--- config.mk ---
export PLATFORM = sky130hd
export DESIGN_NAME = gpio_cfg_serializer
export DESIGN_NICKNAME = d
export VERILOG_FILES = /design/src/rtl/gpio_cfg_serializer_pkg.sv /design/src/rtl/gpio_cfg_serializer_phase_timer.sv /design/src/rtl/gpio_cfg_serializer.sv
export SDC_FILE = /design/constraint.sdc
export NUM_CORES = 1
export LEC_CHECK = 0
export CAP_MARGIN = 20
export CORE_ASPECT_RATIO = 1.2
export CORE_UTILIZATION = 56
export CTS_CLUSTER_DIAMETER = 80
export DETAILED_ROUTE_END_ITERATION = 7
export HOLD_SLACK_MARGIN = 0.15
export PLACE_DENSITY_LB_ADDON = 0.05
export SYNTH_ARGS = -nofsm -noshare
export SYNTH_HDL_FRONTEND = slang
export SYNTH_SLANG_ARGS = --single-unit
--- constraint.sdc ---
create_clock -name clk -period 22 [get_ports clk]
set_clock_uncertainty 0.05 [all_clocks]
set_input_delay 3.3 -clock clk [delete_from_list [all_inputs] [get_ports clk]]
set_output_delay 3.3 -clock clk [all_outputs]
set_load 0.05 [all_outputs]
--- src/rtl/gpio_cfg_serializer_pkg.sv ---
`default_nettype none
// +-----------------------------------------------------------------------------
// | Package    : rfsoc_config
// | Description: GPIO line map, FSM state and command-class types for the
// |              GPIO configuration bus serializer.
// | Revision   : 1.0 - initial release
// +-----------------------------------------------------------------------------
package rfsoc_config;

   localparam logic [7:0] c_sdata                   = 8'd0;
   localparam logic [7:0] c_mask_clk                = 8'd1;
   localparam logic [7:0] c_sel_clk                 = 8'd2;
   localparam logic [7:0] c_cycle_count_clk         = 8'd3;
   localparam logic [7:0] c_mux_set_clk             = 8'd4;
   localparam logic [7:0] c_pl_rst                  = 8'd5;
   localparam logic [7:0] c_trigger_line            = 8'd6;
   localparam logic [7:0] c_adc_num_avg_clk         = 8'd7;
   localparam logic [7:0] c_adc_num_cycle_count_clk = 8'd8;

   typedef enum logic [2:0] {
      ST_IDLE  = 3'd0,
      ST_SETUP = 3'd1,
      ST_HIGH  = 3'd2,
      ST_HOLD  = 3'd3,
      ST_PULSE = 3'd4
   } state_t;

   typedef enum logic [1:0] {
      CLS_SHIFT   = 2'd0,
      CLS_PULSE   = 2'd1,
      CLS_ILLEGAL = 2'd2
   } cmd_class_t;

   function automatic cmd_class_t target_class(input logic [7:0] target);
      case (target)
         c_mask_clk, c_sel_clk, c_cycle_count_clk, c_mux_set_clk,
         c_adc_num_avg_clk, c_adc_num_cycle_count_clk: target_class = CLS_SHIFT;
         c_pl_rst, c_trigger_line:                     target_class = CLS_PULSE;
         default:                                      target_class = CLS_ILLEGAL;
      endcase
   endfunction

   // The two ADC count registers share physical bit 7; the downstream mux
   // steers it, so line index 8 drives the same bus bit as index 7.
   function automatic logic [2:0] line_bit(input logic [7:0] target);
      if (target == c_adc_num_cycle_count_clk)
         line_bit = 3'd7;
      else
         line_bit = target[2:0];
   endfunction

endpackage
`default_nettype wire

--- src/rtl/gpio_cfg_serializer_phase_timer.sv ---
`default_nettype none
// +-----------------------------------------------------------------------------
// | Module     : gpio_phase_timer
// | Description: Reloadable down-counter; a load of N makes expire rise on the
// |              Nth cycle after the load edge.
// | Revision   : 1.0 - initial release
// +-----------------------------------------------------------------------------
module gpio_phase_timer #(
   parameter int CNT_W = 9
) (
   input  logic             clk,
   input  logic             rst,
   input  logic             load,
   input  logic [CNT_W-1:0] load_val,
   output logic             expire
);

   logic [CNT_W-1:0] cnt_q;
   logic [CNT_W-1:0] cnt_d;

   // load_val is always >= 1, so the reload never wraps.
   always_comb begin
      cnt_d = cnt_q;
      if (load)
         cnt_d = load_val - CNT_W'(1);
      else if (cnt_q != '0)
         cnt_d = cnt_q - CNT_W'(1);
   end

   always_ff @(posedge clk or posedge rst) begin
      if (rst)
         cnt_q <= '0;
      else
         cnt_q <= cnt_d;
   end

   assign expire = (cnt_q == '0);

endmodule
`default_nettype wire

--- src/rtl/gpio_cfg_serializer.sv ---
`default_nettype none
// +-----------------------------------------------------------------------------
// | Module     : gpio_cfg_serializer
// | Description: Serializes configuration commands onto the GPIO config bus as
// |              MSB-first shifts or timed pulses. Optional CFG_STATUS_EN adds
// |              xfer_count / err_sticky status outputs.
// | Revision   : 1.0 - initial release
// +-----------------------------------------------------------------------------
module gpio_cfg_serializer
   import rfsoc_config::*;
#(
   parameter int MAX_BITS    = 256,
   parameter int HALF_PERIOD = 2,
   parameter int LEN_W       = $clog2(MAX_BITS + 1)
) (
   input  logic                clk,
   input  logic                rst,
   input  logic                cmd_valid,
   output logic                cmd_ready,
   input  logic [7:0]          cmd_target,
   input  logic [LEN_W-1:0]    cmd_len,
   input  logic [MAX_BITS-1:0] cmd_data,
   output logic [7:0]          gpio_out,
   output logic                busy,
   output logic                done,
   output logic                err
`ifdef CFG_STATUS_EN
   ,
   output logic [15:0]         xfer_count,
   output logic                err_sticky
`endif
);

   localparam int IDX_W = $clog2(MAX_BITS);
   localparam int HP_W  = $clog2(HALF_PERIOD + 1);
   localparam int TMR_W = (LEN_W > HP_W) ? LEN_W : HP_W;
   localparam logic [TMR_W-1:0] c_half = TMR_W'(HALF_PERIOD);

   state_t              state_q, state_d;
   logic [2:0]          line_q, line_d;
   logic [MAX_BITS-1:0] data_q, data_d;
   logic [LEN_W-1:0]    bit_cnt_q, bit_cnt_d;
   logic [7:0]          gpio_q, gpio_d;
   logic                done_q, done_d;
   logic                err_q, err_d;
   logic                busy_q, busy_d;
   logic                ready_q, ready_d;

   logic                w_accept;
   cmd_class_t          w_class;
   logic [LEN_W-1:0]    w_eff_len;
   logic [TMR_W-1:0]    w_pulse_len;
   logic [IDX_W-1:0]    w_bit_idx;
   logic                w_tmr_load;
   logic [TMR_W-1:0]    w_tmr_val;
   logic                w_tmr_expire;

   assign w_accept    = cmd_valid && ready_q;
   assign w_class     = target_class(cmd_target);
   assign w_eff_len   = (cmd_len > LEN_W'(MAX_BITS)) ? LEN_W'(MAX_BITS) : cmd_len;
   assign w_pulse_len = (cmd_len == '0) ? TMR_W'(1) : TMR_W'(cmd_len);

   gpio_phase_timer #(
      .CNT_W    (TMR_W)
   ) u_phase_timer (
      .clk      (clk),
      .rst      (rst),
      .load     (w_tmr_load),
      .load_val (w_tmr_val),
      .expire   (w_tmr_expire)
   );

   always_comb begin
      state_d    = state_q;
      line_d     = line_q;
      data_d     = data_q;
      bit_cnt_d  = bit_cnt_q;
      done_d     = 1'b0;
      err_d      = 1'b0;
      w_tmr_load = 1'b0;
      w_tmr_val  = c_half;

      case (state_q)
         ST_IDLE: begin
            if (w_accept) begin
               case (w_class)
                  CLS_SHIFT: begin
                     if (cmd_len == '0) begin
                        done_d = 1'b1;
                     end else begin
                        state_d    = ST_SETUP;
                        line_d     = line_bit(cmd_target);
                        data_d     = cmd_data;
                        bit_cnt_d  = w_eff_len;
                        w_tmr_load = 1'b1;
                     end
                  end
                  CLS_PULSE: begin
                     state_d    = ST_PULSE;
                     line_d     = line_bit(cmd_target);
                     w_tmr_load = 1'b1;
                     w_tmr_val  = w_pulse_len;
                  end
                  default: err_d = 1'b1;
               endcase
            end
         end
         ST_SETUP: begin
            if (w_tmr_expire) begin
               state_d    = ST_HIGH;
               w_tmr_load = 1'b1;
            end
         end
         ST_HIGH: begin
            if (w_tmr_expire) begin
               w_tmr_load = 1'b1;
               // bit_cnt stays at 1 through HOLD so sdata keeps the last bit.
               if (bit_cnt_q == LEN_W'(1)) begin
                  state_d = ST_HOLD;
               end else begin
                  state_d   = ST_SETUP;
                  bit_cnt_d = bit_cnt_q - LEN_W'(1);
               end
            end
         end
         ST_HOLD: begin
            if (w_tmr_expire) begin
               state_d   = ST_IDLE;
               bit_cnt_d = '0;
               done_d    = 1'b1;
            end
         end
         ST_PULSE: begin
            if (w_tmr_expire) begin
               state_d = ST_IDLE;
               done_d  = 1'b1;
            end
         end
         default: state_d = ST_IDLE;
      endcase
   end

   // Bus outputs are registered from the next state so the lines never glitch.
   assign w_bit_idx = IDX_W'(bit_cnt_d - LEN_W'(1));

   always_comb begin
      gpio_d = '0;
      if (state_d inside {ST_SETUP, ST_HIGH, ST_HOLD})
         gpio_d[0] = data_d[w_bit_idx];
      if (state_d == ST_HIGH || state_d == ST_PULSE)
         gpio_d[line_d] = 1'b1;
      busy_d  = (state_d != ST_IDLE);
      ready_d = !busy_d;
   end

   always_ff @(posedge clk or posedge rst) begin
      if (rst) begin
         state_q   <= ST_IDLE;
         line_q    <= '0;
         data_q    <= '0;
         bit_cnt_q <= '0;
         gpio_q    <= '0;
         done_q    <= 1'b0;
         err_q     <= 1'b0;
         busy_q    <= 1'b0;
         ready_q   <= 1'b0;
      end else begin
         state_q   <= state_d;
         line_q    <= line_d;
         data_q    <= data_d;
         bit_cnt_q <= bit_cnt_d;
         gpio_q    <= gpio_d;
         done_q    <= done_d;
         err_q     <= err_d;
         busy_q    <= busy_d;
         ready_q   <= ready_d;
      end
   end

   assign gpio_out  = gpio_q;
   assign busy      = busy_q;
   assign done      = done_q;
   assign err       = err_q;
   assign cmd_ready = ready_q;

`ifdef CFG_STATUS_EN
   logic [15:0] xfer_count_q, xfer_count_d;
   logic        err_sticky_q, err_sticky_d;

   // Status moves on the same edge that raises done/err.
   always_comb begin
      xfer_count_d = done_d ? (xfer_count_q + 16'd1) : xfer_count_q;
      err_sticky_d = err_sticky_q | err_d;
   end

   always_ff @(posedge clk or posedge rst) begin
      if (rst) begin
         xfer_count_q <= '0;
         err_sticky_q <= 1'b0;
      end else begin
         xfer_count_q <= xfer_count_d;
         err_sticky_q <= err_sticky_d;
      end
   end

   assign xfer_count = xfer_count_q;
   assign err_sticky = err_sticky_q;
`endif

endmodule
`default_nettype wire
==> impl_metrics.json, run 1 <==
{
  "status": "complete, no violations",
  "drc": 0,
  "finalSetupViolations": 0,
  "crit_buf_inv": 4,
  "final_common_cell": "nand2_1",
  "antenna_found_initial": 0,
  "final_util_pct": 72.7,
  "synth.avg_cell_area_um2": 8.33,
  "post_dp_cell_area_um2": 17500,
  "grt_pass1_vias": 12709,
  "stdcell_area_um2": 18600,
  "hpwl_um": 28600,
  "n_antenna_cell": 0,
  "drtPass1Iterations": 5,
  "layout.nets": 2258,
  "worst_ep_arrival_time_ps": 8930,
  "async_reset_ff_share_pct": 100,
  "die_y_um": 179,
  "holdWs_ps": 408,
  "cp_max_fo": 61,
  "cp-end-kind": "register",
  "drtIter0Drc": 928,
  "cap_violations": 0,
  "htreeDepth": 1,
  "crit_type": "primary input to register",
  "synth_edf_count": 0,
  "grt-ovfl-total": 0,
  "clock_latency_ps": 560,
  "tns_ps": 0,
  "layout_common_cells": "nand2_1 (780), dfrtp_1 (292), clkdlybuf4s50_1 (287)",
  "cts_root_buf": "clkbuf_16",
  "setup_ws_ps": 13430,
  "finalCritPeriodShare_pct": 39.0,
  "required_ps": 22360,
  "synth_nets": 2032,
  "ys_types": 80,
  "syn-cell-area_um2": 14600,
  "ctsResizeCount": 0,
  "final_layout_size_suffix_gt1_share_pct": 6.15,
  "path_clk_slew_ps": 60,
  "timing.critical_path.max_delay_family": "compound AO/OA/AOI/OAI gates",
  "yosys_most_used_dff": "dfrtp_1",
  "clock_sinks": 292,
  "max-vdd-ir-drop_mv": 0.0550,
  "cp_slowest_stage_delay_ps": 720,
  "p_leak_uw": 0.00933,
  "setup.worst_path.start": "cmd_target[0]",
  "fmax_mhz": 117,
  "path_cells": "clkdlybuf4s50_1 -> inv_1 -> ha_1 -> xnor2_1 -> o21a_1 -> and3_1 -> a211oi_2 -> nor2_4 -> inv_4 -> ha_1 -> nor3_1 -> nor2_4 -> buf_4 -> nand3_1 -> o211ai_1 -> o21ai_0 -> o2111ai_1 -> a31oi_1 -> a2111oi_1 -> a31oi_1",
  "ys_ff_latch": 292,
  "crit_path_top_delay_cell": "nor2_4",
  "post_cts_buffers": 0,
  "cts_hold_buf": 0,
  "clockBufferDepth": 3,
  "crit_cells": 20,
  "period_needed_ps": 8570,
  "die_w_um": 149,
  "hold_path_startpoint": "data_q[36]$_DFF_PP0_",
  "pre_cts_slack_ps": 13000,
  "grt_pass1_wl_um": 65600,
  "reg2reg_from": "u_phase_timer.cnt_q[2]$_DFFE_PP0P_",
  "syn_to_final_growth_pct": 27.3,
  "io_pins": 288,
  "gp_congestion": 0.856,
  "hold_depth": 2,
  "cts_tree": "built",
  "via_count": 13233,
  "min_path_type": "register to register",
  "wl_per_cell_um": 18.1,
  "slew_headroom_pct": 21.9,
  "multi_input_area_um2": 6700,
  "synth_area_leader_cell": "dfrtp_1",
  "ys_warn_count": 0,
  "avgViaCountPerCell": 5.68,
  "seq_area_frac_synth_pct": 50.1,
  "dieArea_um2": 26700,
  "grt_max_degree": 183,
  "power.density_nw_per_um2": 62.1,
  "cts_buffers": 30,
  "start_util_pct": 57.1,
  "routed_wl_um": 42100,
  "seq_area_um2": 7310,
  "ant_nets": 0,
  "core_area_um2": 25500,
  "worstMarginPinSlew_ps": 1170,
  "row_count": 64,
  "num-fill-cells": 1990,
  "io_buffers": 287,
  "synth_cells": 1751,
  "drv_slew": 0,
  "r2r_cells": 17,
  "grtUsageTotal_pct": 31.6,
  "ys_top_cells_by_area": "dfrtp_1 (50%), nand2_1 (20%), nor2_1 (3.0%)",
  "rsz0062_at_grt": "false",
  "hold_viol_final": 0,
  "start_kind": "primary input",
  "yosysTopAreaCellShare_pct": 50.1
}
-- stage by stage --
step	total power (µW)	instances
floorplan	558	1751
global placement	614	2275
detailed placement	614	2275
CTS	1160	2329
global route	1180	2329
finish	1150	2329
-- layout make-up --
cell class              instances  area share [%]
multi-input cells            1328            36.0
inverters                      25           0.559
flip-flops and latches        292            39.3
repair buffers                300            16.1
clock inverters                10           0.970
well taps                     330            2.22
clock buffers                  44            4.82
-- where the power goes --
group	leakage, µW	internal, µW	switching [µW]	total [µW]
clock	0.000522	338	211	549
combinational	0.00474	44.4	22.7	67.1
sequential	0.00406	537	0	537
-- registers in the layout (all words and copies together) (netlist names) --
name	flops
state_q	3
gpio_out	8
data_q	256
cmd_ready	1
bit_cnt_q	9
done	1
line_q	3
busy	1
err	1
u_phase_timer.cnt_q	9
-- final timing paths --
| check | slack (ps) | to |
|---|---|---|
| setup / recovery | 13430 | gpio_out[0]$_DFF_PP0_ |
| hold / removal | 410 | data_q[36]$_DFF_PP0_ |
| setup reg to reg | 16030 | gpio_out[0]$_DFF_PP0_ |
| hold reg to reg | 410 | data_q[36]$_DFF_PP0_ |
| max in group asynchronous | 17090 | data_q[243]$_DFF_PP0_ |
| min in group asynchronous | 3230 | data_q[76]$_DFF_PP0_ |
-- tightest hold or removal path: cells and delay by family, from the launching register on --
family	cells	cell delay [ps]
flops	1	320
simple gates	2	100
-- synth_stat cells, drive strengths merged (3+ instances only) --
cell and count:
or2 3, mux2i 29, o21bai 3, o2111ai 5, a31oi 8, and2 3, o311ai 11, xnor2 8
a221oi 4, a221o 4, o211a 6, mux4 13, or3 6, o31ai 4, o21ai 33, ha 5
o211ai 25, nand2b 5, a22oi 5, mux2 15, a2111oi 3, a21oi 38, and3 8, o22ai 6
a211o 3, a31o 4, a311oi 12, nand3 47, nor2b 3, buf 81, a21o 3, nor3 54
o21a 5, a211oi 4, inv 25, clkbuf 25, nor2 122, and4 3, or4 3, dfrtp 292
nor4 9, nand2 782, nand4 9
-- metal layers --
layer	GRT usage [%]	routed length, µm
met1	41.6	17200
met2	52.9	20400
met3	4.07	3020
met4	12.6	1540
met5	0	0
-- cell families (layout without fill, tap and decap cells) --
group	count (synthesis)	in the layout	synth area share, %
fa+ha+maj	5	5	0.429
xor+xnor	8	8	0.532
compound gates	196	196	9.64
simple gates	1062	1062	29.9
buf+inv	131	379	4.24
flops	292	292	50.1
mux	57	57	5.18
Note: power is estimated with default switching activity, not from simulation.
==> inputs of run 2 (changes only) <==
Settings changed: CORE_UTILIZATION 56 to 47.
Clock period 22 ns to 7.5 ns, I/O delays scaled along.
==> impl_metrics.json, run 2 (synthesized netlist as in run 1, its figures left out) <==
{
  "start_util_pct": 47.9,
  "reg_top3": "data_q (256), bit_cnt_q (9), u_phase_timer.cnt_q (9)",
  "path_clk_slew_ps": 60,
  "io_buffers": 287,
  "finalSetupViolations": 0,
  "pre_cts_slack_ps": 1020,
  "grtUsageTotal_pct": 27.2,
  "worstMarginPinSlew_ps": 1160,
  "layout_common_cells": "nand2_1 (780), dfrtp_1 (292), clkdlybuf4s50_1 (287)",
  "htreeDepth": 1,
  "required_ps": 7850,
  "clock_sinks": 292,
  "routed_wl_um": 43100,
  "cts_root_buf": "clkbuf_16",
  "slew_headroom_pct": 22.4,
  "largest_reg_flops": 256,
  "cap_violations": 0,
  "cts_hold_buf": 0,
  "clock_latency_ps": 560,
  "hold_viol_final": 0,
  "final_common_cell": "nand2_1",
  "drc": 0,
  "grt-ovfl-total": 0,
  "die_w_um": 163,
  "die_y_um": 195,
  "dieArea_um2": 31800,
  "crit_type": "primary input to register",
  "setup_ws_ps": 1500,
  "fmax_mhz": 167,
  "final_util_pct": 61.4,
  "tns_ps": 0,
  "power.density_nw_per_um2": 180,
  "avgViaCountPerCell": 5.43,
  "status": "complete, no violations",
  "cp-end-kind": "register",
  "core_area_um2": 30500,
  "grt_max_degree": 168,
  "layout.nets": 2259,
  "rsz0062_at_grt": "false",
  "worst_ep_arrival_time_ps": 6360,
  "drv_slew": 0,
  "grt_pass1_vias": 12663,
  "largest_register": "data_q",
  "hpwl_um": 29800,
  "drtIter0Drc": 1066,
  "post_cts_buffers": 0,
  "cts_buffers": 30,
  "start_kind": "primary input",
  "ctsResizeCount": 0,
  "via_count": 13014,
  "antenna_found_initial": 1,
  "syn_to_final_growth_pct": 28.2,
  "p_leak_uw": 0.00937,
  "drtPass1Iterations": 6,
  "wl_per_cell_um": 18.0,
  "cts_tree": "built",
  "clockBufferDepth": 3,
  "grt_pass1_wl_um": 68000,
  "max-vdd-ir-drop_mv": 0.178,
  "row_count": 70,
  "ant_nets": 0,
  "gp_congestion": 0.846,
  "cp_max_fo": 37,
  "reg2reg_slack_ps": 1820,
  "final_layout_size_suffix_gt1_share_pct": 6.45,
  "min_path_type": "register to register",
  "p_total_uw": 3370,
  "period_needed_ps": 6000,
  "finalCritPeriodShare_pct": 80.0,
  "io_pins": 288
}
run 2: report_power, final:
group / leakage (µW) / internal [µW] / switching (µW)
logic: 0.00476 / 131 / 68.5
clock network: 0.000540 / 969 / 628
registers: 0.00406 / 1580 / 0
total: 0.00937 / 2680 / 696
run 2: metrics by stage:
step           hold WS (ps)  cells  cell area (µm²)
2_1_floorplan           378   1751            14600
3_3_place_gp            390   2342            17600
3_5_place_dp            400   2342            17600
4_1_cts                 413   2397            18700
5_1_grt                 424   2397            18700
6_report                408   2398            18700
run 2: worst paths after layout:
check                      cells after the start                    end                                from
setup / recovery                              20  gpio_out[0]$_DFF_PP0_                       cmd_target[0]
hold / removal                                 2  data_q[254]$_DFF_PP0_               data_q[254]$_DFF_PP0_
setup reg to reg                              18  gpio_out[0]$_DFF_PP0_  u_phase_timer.cnt_q[7]$_DFFE_PP0P_
hold reg to reg                                2  data_q[254]$_DFF_PP0_               data_q[254]$_DFF_PP0_
max in group asynchronous                      4   data_q[87]$_DFF_PP0_                                 rst
min in group asynchronous                      3   data_q[68]$_DFF_PP0_                                 rst
run 2: layout make-up:
| cell class | instances | area (µm²) |
|---|---|---|
| Antenna cell | 1 | 2.50 |
| Clock buffer | 45 | 948 |
| Clock inverter | 10 | 125 |
| Fill cell | 2719 | 11800 |
| Inverter | 25 | 100 |
| Multi-Input combinational cell | 1328 | 6700 |
| Sequential cell | 292 | 7310 |
| Tap cell | 396 | 495 |
| Timing Repair Buffer | 301 | 3030 |
run 2: critical path: stages:
cell,delay (ps)
clkdlybuf4s50_1,480
inv_1,50
ha_1,210
xnor2_1,130
o21a_1,260
and3_1,340
a211oi_2,420
nor2_4,90
inv_4,330
ha_1,410
nor3_1,160
nor2_4,710
buf_4,400
nand3_1,110
o211ai_1,90
o311ai_1,110
o311ai_0,150
nor3b_1,430
o311a_1,200
a31oi_1,90
run 2: per-layer routing:
metal / global-route usage (%) / vias to the layer above / share of wire (%)
li1: - / 6276 / -
met1: 37.0 / 6232 / 42
met2: 45.0 / 438 / 48
met3: 3.80 / 68 / 6.5
met4: 8.34 / 0 / 2.9
met5: 0 / - / 0
==> inputs of run 3 (changes only) <==
Settings changed: CORE_UTILIZATION 47 to 52.
Clock period 7.5 ns to 5.65 ns, I/O delays scaled along.
==> impl_metrics.json, run 3 (synthesized netlist as in run 1, its figures left out) <==
{
  "cp_max_fo": 31,
  "grt_pass1_wl_um": 66500,
  "die_w_um": 155,
  "slew_headroom_pct": 36.2,
  "grt_max_degree": 166,
  "period_needed_ps": 4970,
  "stdcell_area_um2": 18900,
  "avgViaCountPerCell": 5.48,
  "htreeDepth": 1,
  "wl_per_cell_um": 17.4,
  "grtUsageTotal_pct": 29.3,
  "crit_type": "primary input to register",
  "dieArea_um2": 28700,
  "gp_congestion": 0.887,
  "ant_nets": 0,
  "p_leak_uw": 0.00947,
  "fmax_mhz": 201,
  "reg_top3": "data_q (256), bit_cnt_q (9), u_phase_timer.cnt_q (9)",
  "tns_ps": 0,
  "reg2reg_slack_ps": 1000,
  "hold_viol_final": 0,
  "largest_register": "data_q",
  "max-vdd-ir-drop_mv": 0.225,
  "power.density_nw_per_um2": 239,
  "die_y_um": 185,
  "post_dp_cell_area_um2": 17800,
  "start_kind": "primary input",
  "holdWs_ps": 410,
  "syn_to_final_growth_pct": 29.4,
  "post_cts_buffers": 0,
  "drtPass1Iterations": 5,
  "finalSetupViolations": 0,
  "crit_path_top_delay_cell": "clkdlybuf4s50_1",
  "largest_reg_flops": 256,
  "clockBufferDepth": 3,
  "drv_slew": 0,
  "status": "complete, no violations",
  "final_common_cell": "nand2_1",
  "cp_slowest_stage_delay_ps": 500,
  "p_total_uw": 4520,
  "start_util_pct": 53.4,
  "cp-end-kind": "register",
  "worstMarginPinSlew_ps": 957,
  "layout_common_cells": "nand2_1 (780), dfrtp_1 (292), clkdlybuf4s50_1 (287)",
  "grt-ovfl-total": 0,
  "num-fill-cells": 2213,
  "row_count": 66,
  "clock_latency_ps": 540,
  "via_count": 13091,
  "worst_ep_arrival_time_ps": 5310,
  "rsz0062_at_grt": "false",
  "ctsResizeCount": 0,
  "io_pins": 288,
  "min_path_type": "register to register",
  "cts_root_buf": "clkbuf_16",
  "grt_pass1_vias": 12869,
  "routed_wl_um": 41700,
  "path_clk_slew_ps": 70,
  "drtIter0Drc": 1100,
  "cts_buffers": 29,
  "layout.nets": 2276,
  "final_layout_size_suffix_gt1_share_pct": 7.14,
  "antenna_found_initial": 0,
  "core_area_um2": 27300,
  "cts_tree": "built",
  "hpwl_um": 29200,
  "n_antenna_cell": 0,
  "required_ps": 5990,
  "cts_hold_buf": 0,
  "path_cells": "clkdlybuf4s50_1 -> inv_1 -> ha_1 -> xnor2_1 -> o21a_1 -> and3_1 -> buf_4 -> a211oi_1 -> ha_1 -> inv_1 -> a21oi_1 -> nor2_4 -> buf_4 -> o21ai_0 -> o21ai_0 -> o211ai_1 -> a21oi_1 -> o311ai_0 -> a31oi_1",
  "drc": 0,
  "io_buffers": 287,
  "clock_sinks": 292,
  "cap_violations": 0,
  "finalCritPeriodShare_pct": 87.9
}
-- run 3: stage by stage --
stage	setup WS [ps]	util [%]	cells
2_1_floorplan	450	-	1751
3_3_place_gp	299	65.1	2338
3_5_place_dp	175	65.1	2338
4_1_cts	720	69.1	2390
5_1_grt	106	69.1	2390
6_report	681	69.1	2390
-- run 3: layout make-up --
class / count / area [µm²] / share of cell area [%]
sequential: 292 / 7310 / 38.7
inverter: 25 / 100 / 0.530
tap: 374 / 468 / 2.48
clock inverter: 14 / 254 / 1.35
timing repair buffer: 319 / 3230 / 17.1
multi-input combinational: 1328 / 6700 / 35.5
clock buffer: 38 / 830 / 4.39
-- run 3: final timing paths --
kind                                         from               endpoint  cells past startpoint
hold reg to reg             data_q[195]$_DFF_PP0_  data_q[195]$_DFF_PP0_                      2
min in group asynchronous                     rst   data_q[77]$_DFF_PP0_                      3
hold / removal              data_q[195]$_DFF_PP0_  data_q[195]$_DFF_PP0_                      2
max in group asynchronous                     rst  data_q[185]$_DFF_PP0_                      3
setup reg to reg           bit_cnt_q[0]$_DFF_PP0_  gpio_out[0]$_DFF_PP0_                     18
setup / recovery                    cmd_target[1]  gpio_out[0]$_DFF_PP0_                     19
-- run 3: per-layer routing --
layer / global-route usage (%) / vias up / share of wire, %
li1: - / 6310 / -
met1: 38.7 / 6236 / 41
met2: 50.1 / 473 / 49
met3: 4.33 / 72 / 6.8
met4: 9.15 / 0 / 2.7
met5: 0 / - / 0
-- run 3: critical path: cells and delay by family --
| family | cells | cell delay, ps |
|---|---|---|
| XOR/XNOR | 1 | 120 |
| adder cells (fa/ha/maj) | 2 | 570 |
| buffers and inverters | 5 | 1090 |
| AO/OA/AOI/OAI | 9 | 2300 |
| AND/OR/NAND/NOR | 2 | 350 |
-- run 3: report_power, final --
group          total (µW)  switching, µW  internal [µW]  leakage, µW
registers            2090              0           2090      0.00406
logic                 262           87.2            175      0.00487
clock network        2160            816           1350     0.000529
